[src/rtl/id_hazard_ctrl.sv]
// ID-stage hazard unit: load-use stall, branch flush, store-data forwarding flag and halt draining.
// Controls are combinational from state and current inputs; only state, drain count and stall count are registered.
module id_hazard_ctrl #(
  parameter int DRAIN_CYCLES = 3,
  parameter int CNT_W        = 16
) (
  input  logic             clk,
  input  logic             rst_n,
  input  logic [3:0]       id_src0_addr,
  input  logic [3:0]       id_src1_addr,
  input  logic             id_src0_used,
  input  logic             id_src1_used,
  input  logic             id_store,
  input  logic             id_hlt,
  input  logic [3:0]       ex_dst_addr,
  input  logic             ex_we,
  input  logic             ex_mem_re,
  input  logic             br_taken,
  output logic             stall_pc,
  output logic             stall_if_id,
  output logic             flush_if_id,
  output logic             flush_id_ex,
  output logic             lw_stall,
  output logic             mem_hazard,
  output logic             halted,
  output logic [CNT_W-1:0] stall_cnt
);

  localparam int DW = (DRAIN_CYCLES < 1) ? 1 : $clog2(DRAIN_CYCLES + 1);
  localparam logic [DW-1:0] DRAIN_LAST = DW'(DRAIN_CYCLES - 1);

  localparam logic [1:0] RUN    = 2'd0;
  localparam logic [1:0] DRAIN  = 2'd1;
  localparam logic [1:0] HALTED = 2'd2;

  logic [1:0]    state;
  logic [1:0]    state_nxt;
  logic [DW-1:0] drain_cnt;

  logic ex_load;
  logic ld_match_0;
  logic ld_match_1;
  logic load_use;
  logic store_fwd;

  // R0 is hardwired to zero, so a load targeting it never creates a hazard.
  assign ex_load    = ex_mem_re & ex_we;
  assign ld_match_0 = ex_load & (ex_dst_addr == id_src0_addr) & (id_src0_addr != 4'd0);
  assign ld_match_1 = ex_load & (ex_dst_addr == id_src1_addr) & (id_src1_addr != 4'd0);

  // Store data from a load is forwarded in MEM, so src1 of a store never stalls.
  assign load_use  = (id_src0_used & ld_match_0) | (id_src1_used & ld_match_1 & ~id_store);
  assign store_fwd = id_store & id_src1_used & ld_match_1;

  assign mem_hazard = store_fwd & ~br_taken;
  assign halted     = (state == HALTED);

  always_comb begin
    stall_pc    = 1'b0;
    stall_if_id = 1'b0;
    flush_if_id = 1'b0;
    flush_id_ex = 1'b0;
    lw_stall    = 1'b0;
    state_nxt   = state;
    case (state)
      RUN: begin
        if (br_taken) begin
          flush_if_id = 1'b1;
          flush_id_ex = 1'b1;
        end else if (load_use) begin
          stall_pc    = 1'b1;
          stall_if_id = 1'b1;
          flush_id_ex = 1'b1;
          lw_stall    = 1'b1;
        end else if (id_hlt) begin
          stall_pc    = 1'b1;
          flush_if_id = 1'b1;
          state_nxt   = DRAIN;
        end
      end
      DRAIN: begin
        stall_pc    = 1'b1;
        flush_if_id = 1'b1;
        if (drain_cnt == DRAIN_LAST) begin
          state_nxt = HALTED;
        end
      end
      HALTED: begin
        stall_pc    = 1'b1;
        flush_if_id = 1'b1;
      end
      default: begin
        state_nxt = RUN;
      end
    endcase
  end

  always_ff @(posedge clk or negedge rst_n) begin
    if (!rst_n) begin
      state <= RUN;
    end else begin
      state <= state_nxt;
    end
  end

  // Drain count is held at zero in RUN so DRAIN always starts from 0.
  always_ff @(posedge clk or negedge rst_n) begin
    if (!rst_n) begin
      drain_cnt <= '0;
    end else if (state == DRAIN) begin
      drain_cnt <= drain_cnt + DW'(1);
    end else begin
      drain_cnt <= '0;
    end
  end

  always_ff @(posedge clk or negedge rst_n) begin
    if (!rst_n) begin
      stall_cnt <= '0;
    end else if ((state == RUN) && load_use && !br_taken && (stall_cnt != '1)) begin
      stall_cnt <= stall_cnt + CNT_W'(1);
    end
  end

endmodule

[config.mk]
export PLATFORM = sky130hd
export DESIGN_NAME = id_hazard_ctrl
export DESIGN_NICKNAME = d
export VERILOG_FILES = /design/src/rtl/id_hazard_ctrl.sv
export SDC_FILE = /design/constraint.sdc
export NUM_CORES = 1
export LEC_CHECK = 0
export CORE_ASPECT_RATIO = 2
export CORE_MARGIN = 3
export CORE_UTILIZATION = 26
export DETAILED_ROUTE_END_ITERATION = 10
export SKIP_LAST_GASP = 1
export SYNTH_ARGS = -nofsm -noshare
export SYNTH_HDL_FRONTEND = slang
export SYNTH_SLANG_ARGS = --single-unit
[constraint.sdc]
create_clock -name clk -period 3 [get_ports clk]
set_input_delay 0.6 -clock clk [delete_from_list [all_inputs] [get_ports clk]]
set_output_delay 0.6 -clock clk [all_outputs]
set_load 0.02 [all_outputs]
==> results.ini <==
[floorplan]
die_x_um=56.31
initial_core_util_pct=27.06
boundaryPins=44
die_h_um=106.6
coreArea_mm2=0.004865
std_cell_rows=36
dieArea_mm2=0.006004

[synth]
ys_top_cells_by_area=dfrtp_1 38%, xor2_1 13%, nor4_2 6.7%
yosysTopAreaCell=dfrtp_1
ys_ff_latch=20
yosysSeqAreaShare_pct=38.02
synth_top_area_share_pct=38.02
async_reset_ff_share_pct=100.0
synth_cell_types=39
synthesis.nets=155
syn_area_per_cell_um2=10.28
syn-cell-area_mm2=0.001316
yosys_warnings=0
synth-edff-count=0
synth-main-ff-cell=dfrtp_1
syn_inst=128

[grt]
grt_use_total_pct=11.41
grt_max_degree=21
grt_pass1_wl_mm=5.423
antenna_found_initial=0
grt.overflow.total=0
grt_pass1_vias=1196

[setup_path]
rrSetupSlack_ns=0.82
crit_path_max_fanout=5
crit-reg2reg-launch=stall_cnt[0]
startpoint=ex_dst_addr[0]
cp.required_ns=2.40
endpoint_kind=output pin
worst_setup_path_start_kind=input port
crit_arrival_ns=2.29
worst-setup-path-type=in -> out

[run_status]
status=finished clean

[timing]
rsz0062_at_grt=no
final-setup-viol-count=0
worst_pin_slew_ns=0.4713
slew_headroom_pct=68.55
drv_slew=0
fmax_ghz=0.3465
fin_crit_sh_pct=96.19
fin_ws_ns=0.1144
finClkSkew_ns=0.002563
hold_viol_final=0
period_needed_ns=2.886
whs_ns=0.4278

[place]
gp_congestion=0.7167
placedInstanceArea_mm2=0.001862
pre_cts_ws_ns=-0.5925
port_buffers=43
dp_cells=234
hpwlAfterDp_mm=2.592

[clocking]
clk_latency_ns=0.26
cts_root_buf=clkbuf_8
cts-buffers-inserted=3
cts_setup_buffers=0
cts_sinks=20
ctsHtreeMaxLevel=1
cts_buffer_depth=2
cts_tree=built
clk_pin_slew_ns=0.07

[routing]
dr_wl_met2_mm=1.870
ant_nets=0
wl_met1_mm=1.167
wirelength_mm=3.231
wl_met3_um=135
drc=0
viasPerCell=4.882
drt_iter0_markers=12
first_pass_iters=3
vias=1157
wl_per_cell_um=13.63
top_layer=met4

[final_layout]
mostFrequentLayoutCells=28 x clkdlybuf4s50_1, 20 x dfrtp_1, 19 x xor2_1
fin_nets=209
final_common_cell=clkdlybuf4s50_1
area_growth_pct=44.58
utilization_pct=39.12
drive_gt1_share_pct=20.00
final_cells=237
num_antenna_cells=0
postLayoutCellArea_mm2=0.001903

[hold_path]
hold_start=drain_cnt[0]
min_path_type=reg -> reg

[run]
cap_viol_max_count=0

[pwr]
powerDensity_mw_per_mm2=262.5
p_leak_uw=0.0008650
vdd_ir_drop_max_mv=0.2109

## sequential cells by signal (all words and copies together), names as in the netlist
signal	count
drain_cnt	2
stall_cnt	16
state	2
## where the power goes
group | switching (uW) | total [uW] | leakage (uW) | internal, uW
Combinational | 22.3 | 54.3 | 0.000569 | 32.0
Sequential | 0 | 269 | 0.000274 | 269
Clock | 86.3 | 176 | 0.0000216 | 89.4
Total | 109 | 500 | 0.000865 | 391
## worst paths after layout
kind                                 to  cells past startpoint
max                         flush_if_id                      7
min                        drain_cnt[0]                      1
max reg2reg                stall_cnt[1]                      6
min reg2reg                drain_cnt[0]                      1
min in group asynchronous  stall_cnt[5]                      2
max in group asynchronous  stall_cnt[9]                      2
## Yosys cell counts, types with 4 or more instances
cell,n
nand2_1,7
nor4_2,7
ha_1,6
nor2_1,6
xor2_1,19
dfrtp_1,20
nor3_1,7
inv_1,6
nand3_1,4
nand4_1,7
## kinds of logic after synthesis
group           count (synthesis)  synth area share, %
flops                          20                38.02
fa+ha+maj                       6                5.703
xor+xnor                       22                14.64
simple gates                   57                29.85
mux                             1               0.8555
compound gates                 13                7.414
buf+inv                         9                3.517
## cell type report
type | instances | area, um^2
fill | 514 | 2962
multi-input combinational | 99 | 792.0
sequential | 20 | 500.5
timing repair buffer | 52 | 475.5
tap | 57 | 71.32
clock buffer | 3 | 41.29
inverter | 6 | 22.52
## worst max-delay path: stages
cell	delay, ns
dlygate4sd2_1	0.28
xor2_1	0.17
or4_4	0.54
o21a_4	0.23
a211oi_2	0.23
nor3_2	0.07
buf_4	0.15
## routing by layer
metal  vias to the layer above  global-route usage [%]
met5                         -                       0
met4                         0                   5.093
met3                         4                   1.325
met2                        34                   22.45
met1                       552                   11.50
li1                        567                       -
## metrics by stage
step / setup TNS, ns / power, uW
finish: 0 / 499.5
CTS: 0 / 507.6
floorplan: 0 / 287.7
global route: 0 / 522.9
global placement: -3.036 / 331.5
detailed placement: -3.213 / 332.2
## repair_timing
| item | CTS | global route |
|---|---|---|
| hold endpoints to repair | 0 | 0 |
| hold buffers | 0 | 0 |
| endpoints found under the setup margin | 6 | 5 |
| resized for setup | 30 | 10 |
| pin swaps | 5 | 6 |
Power figures use the tool's default switching activity.
